**src/rtl/tdm_demux.sv**
```systemverilog
// Time-division demultiplexer: splits an interleaved, frame-synced sample stream
// into per-channel holding registers with one-cycle write strobes.
module tdm_demux #(
  parameter int WIDTH    = 8,
  parameter int CHANNELS = 4
) (
  input  logic                      clk,
  input  logic                      rst_n,
  input  logic [WIDTH-1:0]          din,
  input  logic                      din_valid,
  input  logic                      frame_sync,
  output logic [CHANNELS*WIDTH-1:0] dout,
  output logic [CHANNELS-1:0]       ch_valid,
  output logic                      frame_done,
  output logic                      locked,
  output logic                      sync_err
);

  localparam int CW = $clog2(CHANNELS);
  localparam logic [CW-1:0] LAST = CW'(CHANNELS - 1);
  localparam logic [CW-1:0] ONE  = CW'(1);

  typedef enum logic {HUNT, LOCKED} state_t;

  state_t                           state, state_nxt;
  logic   [CW-1:0]                  ch_cnt, cnt_nxt;
  logic                             wr_en, err_set, done_set;
  logic   [CW-1:0]                  wr_idx;
  logic   [CHANNELS-1:0]            wr_onehot;
  logic   [CHANNELS-1:0][WIDTH-1:0] regs;

  // NOTE: sequential state uses non-blocking assignments so every register
  // samples the pre-edge values, independent of process ordering.
  always_ff @(posedge clk or negedge rst_n) begin
    if (!rst_n) begin
      state  <= HUNT;
      ch_cnt <= '0;
    end else begin
      state  <= state_nxt;
      ch_cnt <= cnt_nxt;
    end
  end

  // NOTE: every combinational output gets a default first so no path
  // leaves a variable unassigned and infers a latch.
  always_comb begin
    state_nxt = state;
    cnt_nxt   = ch_cnt;
    if (din_valid) begin
      unique case (state)
        HUNT: begin
          if (frame_sync) begin
            state_nxt = LOCKED;
            cnt_nxt   = ONE;
          end
        end
        LOCKED: begin
          if (frame_sync)          cnt_nxt   = ONE;
          else if (ch_cnt == '0)   state_nxt = HUNT;
          else if (ch_cnt == LAST) cnt_nxt   = '0;
          else                     cnt_nxt   = ch_cnt + ONE;
        end
        default: state_nxt = HUNT;
      endcase
    end
  end

  // Decode of what this cycle's sample does; registered below.
  always_comb begin
    wr_en    = 1'b0;
    wr_idx   = '0;
    err_set  = 1'b0;
    done_set = 1'b0;
    if (din_valid) begin
      unique case (state)
        HUNT: wr_en = frame_sync;
        LOCKED: begin
          if (frame_sync) begin
            wr_en   = 1'b1;
            err_set = (ch_cnt != '0);
          end else if (ch_cnt == '0) begin
            err_set = 1'b1;
          end else begin
            wr_en    = 1'b1;
            wr_idx   = ch_cnt;
            done_set = (ch_cnt == LAST);
          end
        end
        default: ;
      endcase
    end
  end

  always_comb begin
    wr_onehot = '0;
    if (wr_en) wr_onehot[wr_idx] = 1'b1;
  end

  // NOTE: the holding registers are reset because dout must read zero out of
  // reset; a storage array without that need would be left unreset.
  always_ff @(posedge clk or negedge rst_n) begin
    if (!rst_n) begin
      regs <= '0;
    end else if (wr_en) begin
      regs[wr_idx] <= din;
    end
  end

  always_ff @(posedge clk or negedge rst_n) begin
    if (!rst_n) begin
      ch_valid   <= '0;
      frame_done <= 1'b0;
      sync_err   <= 1'b0;
    end else begin
      ch_valid   <= wr_onehot;
      frame_done <= done_set;
      sync_err   <= err_set;
    end
  end

  assign dout   = regs;
  assign locked = (state == LOCKED);

endmodule

```
**config.mk**
```make
export PLATFORM = sky130hd
export DESIGN_NAME = tdm_demux
export DESIGN_NICKNAME = d
export VERILOG_FILES = /design/src/rtl/tdm_demux.sv
export SDC_FILE = /design/constraint.sdc
export NUM_CORES = 1
export LEC_CHECK = 0
export CORE_ASPECT_RATIO = 1.2
export CORE_MARGIN = 4
export CORE_UTILIZATION = 52
export CTS_BUF_LIST = sky130_fd_sc_hd__clkbuf_8
export DETAILED_ROUTE_END_ITERATION = 6
export HOLD_SLACK_MARGIN = 0.03
export MAX_ROUTING_LAYER = met4
export PLACE_DENSITY = 0.95
export SLEW_MARGIN = 20
export SYNTH_ARGS = -nofsm -noshare
export SYNTH_HDL_FRONTEND = slang
export SYNTH_SLANG_ARGS = --single-unit
```
**constraint.sdc**
```tcl
create_clock -name clk -period 5.6 [get_ports clk]
set_clock_uncertainty 0.1 [all_clocks]
set_input_delay 0.84 -clock clk [delete_from_list [all_inputs] [get_ports clk]]
set_output_delay 0.84 -clock clk [all_outputs]
set_load 0.05 [all_outputs]
```
==> impl_metrics.yaml, run 1 <==
timing:
  rsz0062_at_grt: "no"
  fmax_mhz: 338
  fin_crit_ns: 2.96
  slew_headroom_pct: 40.9
  setup_viol: 0
  drv_slew: 0
  period_share_pct: 52.8
  finalHoldViolations: 0
  setup_tns_ns: 0
  worst_hold_slack_ns: 0.403
  worst_pin_slew_ns: 0.887
floorplan:
  pin_count: 51
  dieHeight_um: 70.6
  die_w_um: 60.2
  num_rows: 22
  fp.dieArea_um2: 4250
  core_um2: 3110
  start_util_pct: 54.6
clock_network:
  cts_buffers: 5
  cts_resized: 0
  cts_buffer_depth: 2
  cts_setup_buffers: 0
  clkTransAtPathRegs_ns: 0.08
  cts_num_sinks: 41
  htreeDepth: 2
  cts-root-buf: "clkbuf_8"
  clkLatencyLatePin_ns: 0.29
  cts_tree: "done"
  ctsHoldBuffers: 0
finish:
  drive_gt1_share_pct: 23.0
  finalInstanceArea_um2: 2330
  layout.nets: 181
  antenna_cells: 0
  synthToLayoutAreaGrowth_pct: 37.3
  num-fill-cells: 202
global_route:
  grt_start_max_net_pins: 42
  grt_overflow_total: 0
  grt_pass1_vias: 1201
  antenna_found_initial: 0
  groute.usage.overall_pct: 21.0
  grt_pass1_wl_mm: 6.22
drt:
  wl_per_cell_um: 18.6
  vias_per_cell: 5.38
  drt_wl_total_mm: 3.73
  drtIter0Drc: 28
  drc: 0
  postRouteAntennaNets: 0
  vias: 1081
  dr.pass1.iters: 4
logic_synthesis:
  synth_top_area_cell: "dfrtp_1"
  synth_area_per_cell_um2: 15.4
  yosysSeqAreaShare_pct: 60.4
  synthDistinctLibCells: 25
  synth_common_cells: "dfrtp_1 (41), mux2_2 (16), mux2_1 (8), mux2_4 (8)"
  syn_inst: 110
  syn_area_um2: 1700
  yosysWarnings: 0
  async_flop_share_pct: 100
  synth_seq_cells: 41
  synth-edff-count: 0
  synth_fp_nets: 127
  synthTopCellsByArea: "dfrtp_1 (60%), mux2_2 (11%), mux2_4 (7.1%), mux2_1 (5.3%), ha_1 (3.7%)"
  synth_flop_cell: "dfrtp_1"
  synth_top_area_share_pct: 60.4
  yosysMostFrequentCell: "dfrtp_1"
setup_path:
  r2r_cells: 6
  worstSetupEndpoint: "dout[13]$_DFFE_PN0P_"
  cp.depth: 5
  slowest_stage: "clkdlybuf4s50_1"
  r2r_end: "dout[13]$_DFFE_PN0P_"
  critPathBufInv: 1
  cp_max_fo: 9
  required_ns: 5.67
  path_class: "in2reg"
  worstReg2RegStart: "ch_cnt[0]$_DFFE_PN0P_"
  cp.arrival_ns: 3.03
  reg2reg_slack_ns: 3.09
  worstPathCellList: "clkdlybuf4s50_1, nand2_2, or3_4, nor3b_2, mux2_1"
  critical_path.top_delay_family: "simple AND/OR/NAND/NOR gates"
  startpoint: "din_valid"
  start_kind: "input port"
  crit_path_max_incr_delay_ns: 0.65
  critPathCaptureType: "flip-flop"
worst_hold_path:
  hp-class: "reg2reg"
place:
  gp_congestion: 0.794
  placed_area_um2: 2210
  portBuffers: 50
  hpwl_mm: 2.78
flow_run:
  max_cap_violations: 0
status:
  status: "completed"
routing by layer:
layer | track usage [%] | part of all wire (%)
met1 | 23.2 | 39
met2 | 33.7 | 53
met3 | 6.57 | 6.0
met4 | 9.85 | 2.5
met5 | - | 0
worst min-delay path by stage:
stage / startpoint / end / cells past startpoint
2_1_floorplan: ch_cnt[0]$_DFFE_PN0P_ / ch_cnt[0]$_DFFE_PN0P_ / 2
3_3_place_gp: dout[8]$_DFFE_PN0P_ / dout[8]$_DFFE_PN0P_ / 1
3_5_place_dp: dout[8]$_DFFE_PN0P_ / dout[8]$_DFFE_PN0P_ / 1
4_1_cts: dout[8]$_DFFE_PN0P_ / dout[8]$_DFFE_PN0P_ / 1
5_1_grt: dout[31]$_DFFE_PN0P_ / dout[31]$_DFFE_PN0P_ / 1
6_report: dout[15]$_DFFE_PN0P_ / dout[15]$_DFFE_PN0P_ / 1
registers in the layout, summed over array words and instances, names as in the netlist:
register,flops
sync_err,1
frame_done,1
ch_cnt,2
ch_valid,4
dout,32
locked,1
layout by cell type, fill, tap and decap left out, types with 2 or more instances in the layout:
cell,n
inv_1,6
nand2b_1,2
mux2_1,8
ha_1,5
nand2_2,2
a31oi_1,2
dfrtp_1,41
nand2_1,3
clkdlybuf4s50_1,49
a21oi_1,2
nor3b_1,2
mux2_4,8
mux2_2,16
clkbuf_8,6
nor2_1,2
through the flow:
stage	worst slack, ns	std cells	utilization (%)
floorplan	3.39	110	-
global placement	2.50	193	71.2
detailed placement	2.35	193	71.2
CTS	2.67	201	74.9
global route	2.57	201	74.9
finish	2.64	201	74.9
worst reg2reg max path, delay by kind of cell (launching register included):
family                   cells  cell delay [ns]
AND/OR/NAND/NOR              3             1.13
buffers and inverters        1             0.10
adder cells (fa/ha/maj)      1             0.22
multiplexers                 1             0.39
flip-flops                   1             0.45
kinds of logic (layout without fill, tap and decap cells):
logic type / Yosys count / after routing / synth area share, %
buffers and inverters: 8 / 63 / 2.51
multiplexers: 33 / 33 / 23.6
adder cells (fa/ha/maj): 5 / 5 / 3.68
flip-flops: 41 / 41 / 60.4
AND/OR/NAND/NOR: 17 / 17 / 7.81
AO/OA/AOI/OAI: 6 / 6 / 1.99
area by class of cell:
type                       count  area [um2]  area share, %
multi-input combinational     61         629           27.0
tap                           36        45.0           1.93
inverter                       5        18.8          0.805
clock buffer                   6        82.6           3.54
clock inverter                 2        33.8           1.45
sequential                    41        1030           44.0
timing repair buffer          50         495           21.3
Power of run 1 is not shown: default switching activity piles up to over one toggle a cycle in this logic, so the estimate is an artifact.
==> run 2, diff against run 1 <==
--- a/config.mk
+++ b/config.mk
@@ -7,12 +7,12 @@
 export LEC_CHECK = 0
 export CORE_ASPECT_RATIO = 1.2
 export CORE_MARGIN = 4
-export CORE_UTILIZATION = 52
+export CORE_UTILIZATION = 43
 export CTS_BUF_LIST = sky130_fd_sc_hd__clkbuf_8
 export DETAILED_ROUTE_END_ITERATION = 6
 export HOLD_SLACK_MARGIN = 0.03
 export MAX_ROUTING_LAYER = met4
-export PLACE_DENSITY = 0.95
+export PLACE_DENSITY = 0.87
 export SLEW_MARGIN = 20
 export SYNTH_ARGS = -nofsm -noshare
 export SYNTH_HDL_FRONTEND = slang
==> constraint.sdc (replaced) <==
create_clock -name clk -period 2.39 [get_ports clk]
set_clock_uncertainty 0.1 [all_clocks]
set_input_delay 0.3585 -clock clk [delete_from_list [all_inputs] [get_ports clk]]
set_output_delay 0.3585 -clock clk [all_outputs]
set_load 0.05 [all_outputs]
==> run 2 against run 1 <==
Net effect:
- non-clock buffer count up 6
- first-iteration DRC count grew 61%
- die area increased by 18%
- critical endpoint is now dout[10]$_DFFE_PN0P_
- utilization is 11 points lower
- critical path type is now reg2reg
==> impl_metrics.yaml, run 2 (same netlist as run 1, synthesis figures left out) <==
place:
  hpwl_mm: 2.80
  place_ws_ns: -0.00880
  gp_congestion: 0.924
  dp.cells: 215
  portBuffers: 50
setup_path:
  required_ns: 2.45
  start_kind: "flip-flop"
  path_class: "reg2reg"
  critPathCaptureType: "flip-flop"
  cp.arrival_ns: 2.29
  cp_max_fo: 6
drt:
  vias: 1111
  wl_per_cell_um: 16.3
  dr.pass1.iters: 4
  drt_wl_total_mm: 3.61
  drtIter0Drc: 45
  postRouteAntennaNets: 0
  drc: 0
  vias_per_cell: 5.00
power:
  p_leak_uw: 0.00111
  peakVddDrop_mv: 0.610
  p_switching_uw: 1700
  internal-power_uw: 2040
  powerDensity_nw_per_um2: 1570
  p_sw_share_pct: 45.4
  clkPwrFrac_pct: 13.9
  pwr-share-comb_pct: 55.6
  p_seq_share_pct: 30.5
floorplan:
  die_w_um: 65.4
  dieHeight_um: 76.8
  fp.dieArea_um2: 5020
  core_um2: 3720
  pin_count: 51
  num_rows: 24
  start_util_pct: 45.6
timing:
  worst_pin_slew_ns: 0.880
  fmax_mhz: 448
  worst_hold_slack_ns: 0.0912
  slew_headroom_pct: 41.4
  setup_viol: 0
  rsz0062_at_grt: "no"
  period_share_pct: 93.3
  fin_crit_ns: 2.23
  drv_slew: 0
  worst_slack_ns: 0.160
  finalHoldViolations: 0
clock_network:
  ctsHoldBuffers: 0
  cts_buffers: 5
  cts_tree: "done"
  cts-root-buf: "clkbuf_8"
  clkLatencyLatePin_ns: 0.28
  htreeDepth: 2
  cts_resized: 0
  clkTransAtPathRegs_ns: 0.07
  cts_buffer_depth: 2
  cts_num_sinks: 41
  cts_setup_buffers: 0
global_route:
  antenna_found_initial: 0
  grt_start_max_net_pins: 42
  grt_pass1_wl_mm: 6.31
  grt_overflow_total: 0
  grt_pass1_vias: 1223
  groute.usage.overall_pct: 16.4
finish:
  layout_common_cells: "clkdlybuf4s50_1 (49), dfrtp_1 (41), mux2_2 (16)"
  drive_gt1_share_pct: 25.9
  layout.nets: 187
  largest_reg_flops: 32
  antenna_cells: 0
  final_common_cell: "clkdlybuf4s50_1"
  synthToLayoutAreaGrowth_pct: 40.4
  instances_no_fill: 222
  final_util_pct: 64.0
status:
  status: "completed"
flow_run:
  max_cap_violations: 0
worst_hold_path:
  hp-class: "in2async"
-- run 2: final cells by class --
| class | count | area, um2 |
|---|---|---|
| well taps | 52 | 65.1 |
| multi-input cells | 61 | 629 |
| flip-flops and latches | 41 | 1030 |
| fillers | 307 | 1340 |
| clock buffers | 5 | 68.8 |
| inverters | 5 | 18.8 |
| clock inverters | 2 | 35.0 |
| repair buffers | 56 | 541 |
-- run 2: per-stage QoR --
stage	setup TNS, ns	instance area, um2	total power [uW]
floorplan	0	1700	2510
global placement	0	2280	3170
detailed placement	-0.0160	2280	3250
CTS	0	2380	3780
global route	0	2380	3930
finish	0	2380	3740
-- run 2: final timing paths --
path	slack [ns]	to	depth (start not counted)	startpoint
min in group clk	0.39	dout[11]$_DFFE_PN0P_	1	dout[11]$_DFFE_PN0P_
min reg2reg	0.39	dout[11]$_DFFE_PN0P_	1	dout[11]$_DFFE_PN0P_
max	0.16	dout[10]$_DFFE_PN0P_	7	ch_cnt[0]$_DFFE_PN0P_
max reg2reg	0.16	dout[10]$_DFFE_PN0P_	7	ch_cnt[0]$_DFFE_PN0P_
max in group asynchronous	1.55	dout[6]$_DFFE_PN0P_	1	rst_n
min	0.09	dout[1]$_DFFE_PN0P_	1	rst_n
-- run 2: routing by layer --
metal,GRT usage (%),part of all wire (%)
met5,-,0
met4,3.11,0.36
met3,3.51,5.7
met2,28.3,54
met1,19.9,40
-- run 2: power groups by stage --
| stage | logic, uW | registers (uW) | clock network, uW |
|---|---|---|---|
| after floorplan | 441 | 2060 | 0 |
| after global placement | 2030 | 1130 | 0 |
| after detailed placement | 2090 | 1160 | 0 |
| after global routing | 2180 | 1190 | 559 |
| after CTS | 2100 | 1150 | 530 |
| final | 2080 | 1140 | 519 |
-- run 2: worst max-delay path, cell delays in order, from the launching register on --
cell and delay [ns]:
dfrtp_1 0.45, inv_1 0.10, ha_1 0.23, nand2b_1 0.17
or3_4 0.37, nor3b_2 0.19, buf_4 0.18, mux2_1 0.33
Power figures use the tool's default switching activity.
